--- src/rtl/keypad_pkg.sv ---
// rtl/keypad_pkg.sv - shared types and constants for the keypad scanner
// Contents: FSM state enum, column strobe encoding, key map, row priority helper.
package keypad_pkg;

    typedef enum logic [1:0] {
        ST_SCAN,
        ST_DEB_PRESS,
        ST_PRESSED,
        ST_DEB_REL
    } kp_state_e;

    // Active-low one-hot column strobes, indexed by column number.
    localparam logic [3:0] COL_STROBE_N [4] = '{4'b1110, 4'b1101, 4'b1011, 4'b0111};

    // KEYMAP[row][col]
    localparam logic [3:0] KEYMAP [4][4] = '{
        '{4'h1, 4'h2, 4'h3, 4'hA},
        '{4'h4, 4'h5, 4'h6, 4'hB},
        '{4'h7, 4'h8, 4'h9, 4'hC},
        '{4'h0, 4'hF, 4'hE, 4'hD}
    };

    // Dwell periods between auto-repeat keys while a key is held.
    localparam int REPEAT_DWELLS = 16;

    // Lowest-numbered low row wins when several rows are pressed together.
    function automatic logic [1:0] low_row_idx(input logic [3:0] rows_n);
        if (!rows_n[0]) return 2'd0;
        if (!rows_n[1]) return 2'd1;
        if (!rows_n[2]) return 2'd2;
        return 2'd3;
    endfunction

endpackage

--- src/rtl/kp_sync.sv ---
// rtl/kp_sync.sv - 4-bit two-flop synchronizer, resets to all ones
// Ports: clk, clr_n (async active-low), d (asynchronous in), q (synchronized out).
module kp_sync (
    input  logic       clk,
    input  logic       clr_n,
    input  logic [3:0] d,
    output logic [3:0] q
);

    logic [3:0] meta;

    always_ff @(posedge clk or negedge clr_n) begin
        if (!clr_n) begin
            meta <= 4'hF;
            q    <= 4'hF;
        end else begin
            meta <= d;
            q    <= meta;
        end
    end

endmodule

--- src/rtl/keypad_scan.sv ---
// rtl/keypad_scan.sv - 4x4 matrix keypad scanner with debounce and valid/ready key output
// Ports: clk, clr_n (async active-low), row_n (async row sense), col_n (column strobe),
//        key_code/key_valid/key_ready (key handshake), key_held, overrun (sticky).
// Build option: KEYPAD_REPEAT_EN adds auto-repeat while a key is held.
module keypad_scan
    import keypad_pkg::*;
#(
    parameter int SCAN_DIV   = 50000,
    parameter int DEBOUNCE_N = 8
) (
    input  logic       clk,
    input  logic       clr_n,
    input  logic [3:0] row_n,
    output logic [3:0] col_n,
    output logic [3:0] key_code,
    output logic       key_valid,
    input  logic       key_ready,
    output logic       key_held,
    output logic       overrun
);

    localparam int DIV_W = (SCAN_DIV > 1) ? $clog2(SCAN_DIV) : 1;
    localparam int DEB_W = $clog2(DEBOUNCE_N + 1);
    localparam logic [DIV_W-1:0] DIV_LAST = DIV_W'(SCAN_DIV - 1);
    localparam logic [DEB_W-1:0] DEB_LAST = DEB_W'(DEBOUNCE_N - 1);

    kp_state_e        state, state_nxt;
    logic [3:0]       row_sync;
    logic [DIV_W-1:0] div_cnt;
    logic [1:0]       col_idx;
    logic [DEB_W-1:0] deb_cnt, deb_cnt_nxt;
    logic [3:0]       first_n;
    logic             dwell_end, any_low;
    logic             adv_col, capture, accept, rel_done;
    logic [3:0]       accept_code;

    kp_sync u_sync (
        .clk   (clk),
        .clr_n (clr_n),
        .d     (row_n),
        .q     (row_sync)
    );

    assign dwell_end = (div_cnt == DIV_LAST);
    assign any_low   = ~&row_sync;
    assign col_n     = COL_STROBE_N[col_idx];

`ifdef KEYPAD_REPEAT_EN
    logic [3:0] rep_cnt;
    logic       rep_fire;
    assign rep_fire = dwell_end && (rep_cnt == 4'(REPEAT_DWELLS - 1));

    // Counts dwell periods spent in PRESSED; restarts whenever PRESSED is left or a repeat fires.
    always_ff @(posedge clk or negedge clr_n) begin
        if (!clr_n) begin
            rep_cnt <= '0;
        end else if (state != ST_PRESSED || state_nxt != ST_PRESSED || rep_fire) begin
            rep_cnt <= '0;
        end else if (dwell_end) begin
            rep_cnt <= rep_cnt + 4'd1;
        end
    end
`endif

    always_ff @(posedge clk or negedge clr_n) begin
        if (!clr_n) state <= ST_SCAN;
        else        state <= state_nxt;
    end

    // Every decision happens at a dwell-end sample; the first sample of a
    // candidate press counts toward the DEBOUNCE_N run.
    always_comb begin
        state_nxt   = state;
        deb_cnt_nxt = deb_cnt;
        adv_col     = 1'b0;
        capture     = 1'b0;
        accept      = 1'b0;
        rel_done    = 1'b0;
        accept_code = KEYMAP[low_row_idx(row_sync)][col_idx];
        if (dwell_end) begin
            case (state)
                ST_SCAN: begin
                    if (any_low) begin
                        capture = 1'b1;
                        if (DEBOUNCE_N <= 1) begin
                            accept    = 1'b1;
                            state_nxt = ST_PRESSED;
                        end else begin
                            state_nxt   = ST_DEB_PRESS;
                            deb_cnt_nxt = DEB_W'(1);
                        end
                    end else begin
                        adv_col = 1'b1;
                    end
                end
                ST_DEB_PRESS: begin
                    if (row_sync != first_n) begin
                        state_nxt   = ST_SCAN;
                        deb_cnt_nxt = '0;
                    end else if (deb_cnt == DEB_LAST) begin
                        accept      = 1'b1;
                        state_nxt   = ST_PRESSED;
                        deb_cnt_nxt = '0;
                    end else begin
                        deb_cnt_nxt = deb_cnt + DEB_W'(1);
                    end
                end
                ST_PRESSED: begin
                    if (!any_low) begin
                        if (DEBOUNCE_N <= 1) begin
                            state_nxt = ST_SCAN;
                            rel_done  = 1'b1;
                        end else begin
                            state_nxt   = ST_DEB_REL;
                            deb_cnt_nxt = DEB_W'(1);
                        end
                    end
`ifdef KEYPAD_REPEAT_EN
                    else if (rep_fire) begin
                        accept      = 1'b1;
                        accept_code = key_code;
                    end
`endif
                end
                ST_DEB_REL: begin
                    if (any_low) begin
                        state_nxt   = ST_PRESSED;
                        deb_cnt_nxt = '0;
                    end else if (deb_cnt == DEB_LAST) begin
                        state_nxt   = ST_SCAN;
                        rel_done    = 1'b1;
                        deb_cnt_nxt = '0;
                    end else begin
                        deb_cnt_nxt = deb_cnt + DEB_W'(1);
                    end
                end
                default: begin
                    state_nxt   = ST_SCAN;
                    deb_cnt_nxt = '0;
                end
            endcase
        end
    end

    always_ff @(posedge clk or negedge clr_n) begin
        if (!clr_n) begin
            div_cnt   <= '0;
            col_idx   <= 2'd0;
            deb_cnt   <= '0;
            first_n   <= 4'hF;
            key_code  <= 4'h0;
            key_valid <= 1'b0;
            key_held  <= 1'b0;
            overrun   <= 1'b0;
        end else begin
            div_cnt <= dwell_end ? '0 : div_cnt + DIV_W'(1);
            deb_cnt <= deb_cnt_nxt;
            if (adv_col) col_idx <= col_idx + 2'd1;
            if (capture) first_n <= row_sync;
            // A new key beats a same-edge handshake; overwriting an unconsumed key is an overrun.
            if (accept) begin
                key_code  <= accept_code;
                key_valid <= 1'b1;
                if (key_valid && !key_ready) overrun <= 1'b1;
            end else if (key_valid && key_ready) begin
                key_valid <= 1'b0;
            end
            if (accept)        key_held <= 1'b1;
            else if (rel_done) key_held <= 1'b0;
        end
    end

endmodule

--- config.mk ---
export PLATFORM = sky130hd
export DESIGN_NAME = keypad_scan
export DESIGN_NICKNAME = d
export VERILOG_FILES = /design/src/rtl/keypad_pkg.sv /design/src/rtl/kp_sync.sv /design/src/rtl/keypad_scan.sv
export SDC_FILE = /design/constraint.sdc
export NUM_CORES = 1
export LEC_CHECK = 0
export BUFFER_PORTS_ARGS = -buffer_cell sky130_fd_sc_hd__buf_2
export CAP_MARGIN = 20
export CORE_MARGIN = 2
export CORE_UTILIZATION = 53
export CTS_CLUSTER_DIAMETER = 200
export DETAILED_ROUTE_END_ITERATION = 8
export PLACE_DENSITY_LB_ADDON = 0.12
export SLEW_MARGIN = 20
export SYNTH_ARGS = -nofsm -noshare
export SYNTH_HDL_FRONTEND = slang
export SYNTH_HIERARCHICAL = 1
export SYNTH_SLANG_ARGS = --single-unit
--- constraint.sdc ---
create_clock -name clk -period 1.8 [get_ports clk]
set_input_delay 0.45 -clock clk [delete_from_list [all_inputs] [get_ports clk]]
set_output_delay 0.45 -clock clk [all_outputs]
set_load 0.01 [all_outputs]
==> summary.md, run 1 <==
| Metric | Value |
|---|---|
| Vias per inst | `roughly 5.3` |
| Critical path class | `flop to flop` |
| Finish-stage setup viols | `8` |
| Share of layout cells above drive strength 1 | `between 30% and 40%` |
| IO Count | `18` |
| Post-Layout Cell Count | `about 300` |
| VDD IR max | `about 0.00051 V` |
| Clock Tree Buf Depth | `2` |
| Worst r2r path cells | `5` |
| DP Wirelength | `3120 um` |
| Rel. slew slack | `between 60% and 70%` |
| Die width | `~68 um` |
| Synth top cells by count | `31 x dfrtp_1, 17 x nand3_1, 14 x inv_1` |
| Antenna fix cells | `0` |
| Fin. Hold Viols | `0` |
| Global route overflow | `0` |
| Clk sink count | `43` |
| Clk_skew | `0.00692 ns` |
| Final worst setup slack | `-0.105 ns` |
| Status | `finished, violations left` |
| H-tree levels | `2` |
| Worst slack, placed | `-0.113 ns` |
| Crit. End Element | `flop` |
| Gate Count Post-Synth | `200` |
| DRC viols | `0` |
| Final Net Count | `~260` |
| Final max-slew violation count | `0` |
| CP required | `between 1.5 and 2 ns` |
| Vias | `about 1,600` |
| Die area | `roughly 4600 um^2` |
| Synth area leader | `dfrtp_1` |
| Placed instance area | `around 2500 um^2` |
| Most numerous cell in the Yosys netlist | `dfrtp_1` |
| Worst Hold Class | `input port to asynchronous set/reset pin` |
| Synth top area share | `36.3%` |
| Placed instance count | `between 200 and 300` |
| Number of library cell types mapped by synthesis | `43` |
| Gr usage total | `between 20% and 30%` |
| Wire per inst | `approximately 14 um` |
| Cts bufs inserted | `5` |
| Core area | `between 3000 and 4000 um^2` |
| Drt initial violations | `about 130` |
| Post-synth ARST share | `100%` |
| Synth top area cells | `dfrtp_1 36%, dfstp_2 15%, ha_1 5.3%, mux2_2 4.7%, nand3_1 4.0%` |
| Max_cap viols | `0` |
| Synthesized cell area | `2140 um^2` |
| Clk pin slew, worst setup/hold paths | `~0.08 ns` |
| Violated checks | `negative setup slack` |
| Slew @ Worst Pin | `0.508 ns` |
| Synth Register Bits | `43` |
| Final wirelength | `~4200 um` |
| Largest net degree at the start of global routing | `24` |
| Static Leak | `1.26 nW` |
| Hold_buf cts | `0` |
| Clock tree from TritonCTS | `built` |
| DR pass1 iterations | `4` |
| Crit path launch | `div_cnt[7]` |
| Initial antenna violation count | `0` |
| Root Driver | `clkbuf_8` |
| Initial Util | `54.2%` |
| Port bufs | `17` |
| Syn Nets | `about 220` |
| Clk Latency, worst-skew pair | `~0.30 ns` |
| Max Fclk | `approximately 0.52 GHz` |
| Syn avg cell area | `approximately 11 um^2` |
| WP data arrival | `roughly 2.1 ns` |
| Unrepaired setup endpoints after global routing | `yes` |
| Core Rows | `23` |
| First-pass GRT wire length | `between 6000 and 7000 um` |
| Worst-path maximum fanout | `3` |
| Post-synth EDFFs | `0` |
| Tot Pwr | `between 0.0015 and 0.002 W` |
| Yosys Warn Count | `6` |
| Post-route cell area | `roughly 2700 um^2` |
| Pwr/cell area | `around 700 nW/um^2` |
| Final worst path period share | `106%` |
| Period minus WS final | `approximately 1.9 ns` |
| Die Height | `between 60 and 70 um` |
| ANT nets after route | `0` |
| Register area share after synthesis | `approximately half` |
| Area Growth Syn to Fin | `25.8%` |
| GPL Wtd Cong | `~0.8` |
| Critical Path Start Type | `flop` |
| Main flop type after synthesis | `dfrtp_1` |
| Vias in the first global route | `about 1,600` |
| Worst reg2reg path startpoint | `div_cnt[7]` |
## critical path, cell delays in order (launching register included)
cell	delay, ns
dfrtp_1	0.40
or4_1	0.53
nor4_2	0.19
nor3b_2	0.27
nand2_1	0.12
mux2_2	0.29
## flip-flops by register name (all words and copies together), names as in the netlist
| name | count |
|---|---|
| col_idx | 2 |
| deb_cnt | 4 |
| div_cnt | 16 |
| first_n | 4 |
| key_code | 4 |
| key_held | 1 |
| key_valid | 1 |
| overrun | 1 |
| state | 2 |
| u_sync/meta | 4 |
| u_sync/q | 4 |
## power breakdown
group | leakage [nW] | internal [W] | total (W) | switching (W)
sequential | 0.542 | 0.000982 | 0.000989 | 0.00000634
clock | 0.0626 | 0.000497 | 0.000828 | 0.000331
combinational | 0.659 | 0.0000261 | 0.0000662 | 0.0000401
total | 1.26 | 0.00151 | 0.00188 | 0.000377
## through the flow
| stage | TNS [ns] | utilization, % | hold slack [ns] |
|---|---|---|---|
| after CTS | -0.704 | 67.0 | 0.121 |
| after global placement | -0.499 | 62.8 | 0.345 |
| after detailed placement | -1.09 | 62.8 | 0.347 |
| after floorplan | -0.0909 | - | 0.154 |
| final | -0.515 | 68.2 | 0.109 |
| after global routing | -1.44 | 68.2 | 0.140 |
## routing by layer
metal,wire length [um],vias to the layer above,global-route usage [%]
met2,2340,27,38.2
met3,129,5,5.50
met5,0,-,0
met4,56,0,7.91
met1,1690,760,23.4
li1,-,783,-
## placed cells by master, fill, tap and decap left out, types with 8 or more instances in the layout
master   netlist  routed
buf_2          1      17
ha_1           9       9
xnor2_1        9       9
xor2_1         8       8
nor2_1        13      13
inv_1         14      14
mux2_2         9       9
nand3_1       17      15
buf_4          0      28
nand2_1       13      13
dfstp_2       12      12
dfrtp_1       31      30
## cells by family after synthesis
logic type,synth area share [%]
DFF,51.1
buffers and inverters,3.75
adders and majority gates,5.27
and+or+nand+nor,19.5
AOI/OAI and AO/OA,7.79
muxes,5.68
xor gates and xnor gates,6.97
## what timing repair did
| item | 4_1_cts | 5_1_grt |
|---|---|---|
| endpoints found under the setup margin | 15 | 19 |
| pin swaps | 5 | 9 |
| setup buffers | 4 | 1 |
| resized for setup | 4 | 10 |
## path summary, 6_finish.rpt
kind                       slack (ns)        endpoint
setup / recovery                -0.11      col_idx[1]
min in group clk                 0.24  u_sync/meta[3]
hold / removal                   0.11      deb_cnt[1]
max in group asynchronous        1.12      first_n[3]
hold reg to reg                  0.36     u_sync/q[2]
setup reg to reg                -0.11      col_idx[1]
## final cells by class
class | count | area (um^2)
fill | 290 | 1250
sequential | 43 | 1090
tap | 50 | 62.6
inverter | 14 | 52.6
clock buffer | 6 | 93.8
multi-input combinational | 136 | 1010
timing repair buffer | 48 | 338
clock inverter | 2 | 37.5
Power figures use the tool's default switching activity.
==> run 2: changes to the inputs <==
Settings changed: CORE_UTILIZATION 53 to 55.
Clock period 1.8 ns to 2.39 ns, I/O delays scaled along.
==> run 2 against run 1 <==
Compared with the run above: the flow now finishes without violations; count of clock-buffer cells in the layout is 1 higher; combinational power decreased by 39%; final area fell by 11%; register-to-register slack better by 0.37 ns; largest power group unchanged; worst hold slack improved by 0.22 ns; non-clock buffer count is 28 lower; first-iteration DRC count decreased by 49%; die area shrank 3.4%; sequential share of layout area increased by 4.7 points; wire length down 11%; global-route usage fell by 2.0 points; largest cell class unchanged.
==> summary.md, run 2 (synthesized netlist as in run 1, its figures left out) <==
| Metric | Value |
|---|---|
| Slew @ Worst Pin | `about 0.66 ns` |
| Wire per inst | `about 14 um` |
| Core Rows | `22` |
| Worst reg2reg path startpoint | `div_cnt[13]` |
| Unrepaired setup endpoints after global routing | `no` |
| Clock Tree Buf Depth | `2` |
| Clk sink count | `43` |
| Register Area | `approximately 1100 um^2` |
| Die Height | `roughly 66 um` |
| Root Driver | `clkbuf_8` |
| Max reg flops | `16` |
| Clk_skew | `between 0.008 and 0.009 ns` |
| Die width | `around 66 um` |
| Tot Pwr | `0.00140 W` |
| DR pass1 iterations | `4` |
| Critical Path Start Type | `flop` |
| Final TNS setup | `0 ns` |
| Static Leak | `roughly 1.1 nW` |
| Initial antenna violation count | `0` |
| GPL Wtd Cong | `between 0.9 and 1` |
| Final wirelength | `roughly 3800 um` |
| Worst-path maximum fanout | `8` |
| Worst Hold Class | `input port to asynchronous set/reset pin` |
| Vias per inst | `5.59` |
| DP Wirelength | `between 2000 and 3000 um` |
| Area Growth Syn to Fin | `12.5%` |
| Commonest non-fill, non-tap cells in the layout | `31 x dfrtp_1, 17 x nand3_1, 17 x buf_2` |
| Period minus WS final | `around 2.1 ns` |
| Final worst path period share | `between 80 and 90%` |
| Clock tree from TritonCTS | `built` |
| FILL cells | `approximately 300` |
| Final max-slew violation count | `0` |
| Port bufs | `17` |
| RR Endpoint | `state[1]` |
| Vias in the first global route | `approximately 1,500` |
| Share of layout cells above drive strength 1 | `24.9%` |
| Max Fclk | `roughly 0.47 GHz` |
| DRC viols | `0` |
| Reg2reg setup slack | `around 0.26 ns` |
| WP data arrival | `2.30 ns` |
| Rel. slew slack | `between 50% and 60%` |
| Die area | `~4400 um^2` |
| CP required | `around 2.6 ns` |
| Finish-stage setup viols | `0` |
| Post-CTS Setup Bufs | `0` |
| Cts bufs inserted | `5` |
| Largest register by flop count | `div_cnt` |
| Vias | `about 1,500` |
| Initial Util | `57.9%` |
| ANT nets after route | `0` |
| Hold_buf cts | `0` |
| Clk Latency, worst-skew pair | `0.30 ns` |
| Gr usage total | `a little under a fifth` |
| Pwr/cell area | `slightly below 600 nW/um^2` |
| Resized Gates After CTS | `0` |
| Antenna fix cells | `0` |
| Crit. End Element | `flop` |
| Commonest non-fill, non-tap cell in the layout | `dfrtp_1` |
| Core area | `about 3700 um^2` |
| Status | `complete, no violations` |
| Clk pin slew, worst setup/hold paths | `0.08 ns` |
| First-pass GRT wire length | `~6300 um` |
| VDD IR max | `roughly 0.00034 V` |
| Drt initial violations | `69` |
| Area of the multi-input gates | `a little under 1000 um^2` |
| Worst r2r path cells | `5` |
| Fin. Hold Viols | `0` |
| Global route overflow | `0` |
| Max_cap viols | `0` |
| IO Count | `18` |
| Final Net Count | `about 240` |
| Critical path class | `flop to flop` |
| H-tree levels | `2` |
| Largest net degree at the start of global routing | `33` |
-- run 2: changes by cell type in the layout (fill, tap and decap cells not counted), sizes merged --
| cell | delta |
|---|---|
| buf | -28 |
| clkinvlp | -1 |
| clkbuf | +1 |
-- run 2: cell type report --
cell class / count / area share (%)
sequential: 43 / 45.4
multi-input combinational: 136 / 40.2
timing repair buffer: 20 / 4.47
clock buffer: 7 / 4.06
tap: 48 / 2.50
inverter: 14 / 2.19
clock inverter: 1 / 1.25
-- run 2: worst max-delay path by stage --
stage | startpoint | endpoint | slack (ns) | cells after the start
final | div_cnt[13] | state[1] | 0.26 | 5
after global placement | div_cnt[12] | col_idx[1] | 0.38 | 5
after detailed placement | u_sync/q[2] | key_code[3] | 0.32 | 5
after CTS | u_sync/q[2] | key_code[1] | 0.28 | 5
after floorplan | div_cnt[13] | state[1] | 0.45 | 5
after global routing | u_sync/q[2] | key_code[1] | 0.11 | 5
-- run 2: routing by layer --
layer	global-route usage (%)	vias up	wire (um)
met2	32.9	42	1930
met3	5.96	9	188
li1	-	725	-
met4	7.91	0	72
met5	0	-	0
met1	21.6	728	1580
-- run 2: power by group --
group | internal (W) | total, W | switching [W]
sequential | 0.000740 | 0.000745 | 0.00000544
clock | 0.000375 | 0.000612 | 0.000237
combinational | 0.0000138 | 0.0000404 | 0.0000265
total | 0.00113 | 0.00140 | 0.000269
-- run 2: worst max-delay path, cell delays in order, from the launching register on --
cell	delay [ns]
dfrtp_1	0.43
or4_4	0.56
nor4_4	0.42
nand2_2	0.11
o31a_1	0.29
o22a_1	0.19
-- run 2: per-stage QoR --
stage / cell area (um^2) / util [%] / setup WS, ns / instances / hold WS, ns
final: 2400 / 65.2 / 0.263 / 269 / 0.331
after global routing: 2400 / 65.2 / 0.110 / 269 / 0.364
after CTS: 2400 / 65.2 / 0.281 / 269 / 0.358
after detailed placement: 2280 / 61.7 / 0.315 / 261 / 0.348
after global placement: 2280 / 61.7 / 0.381 / 261 / 0.346
after floorplan: 2140 / - / 0.455 / 200 / 0.302
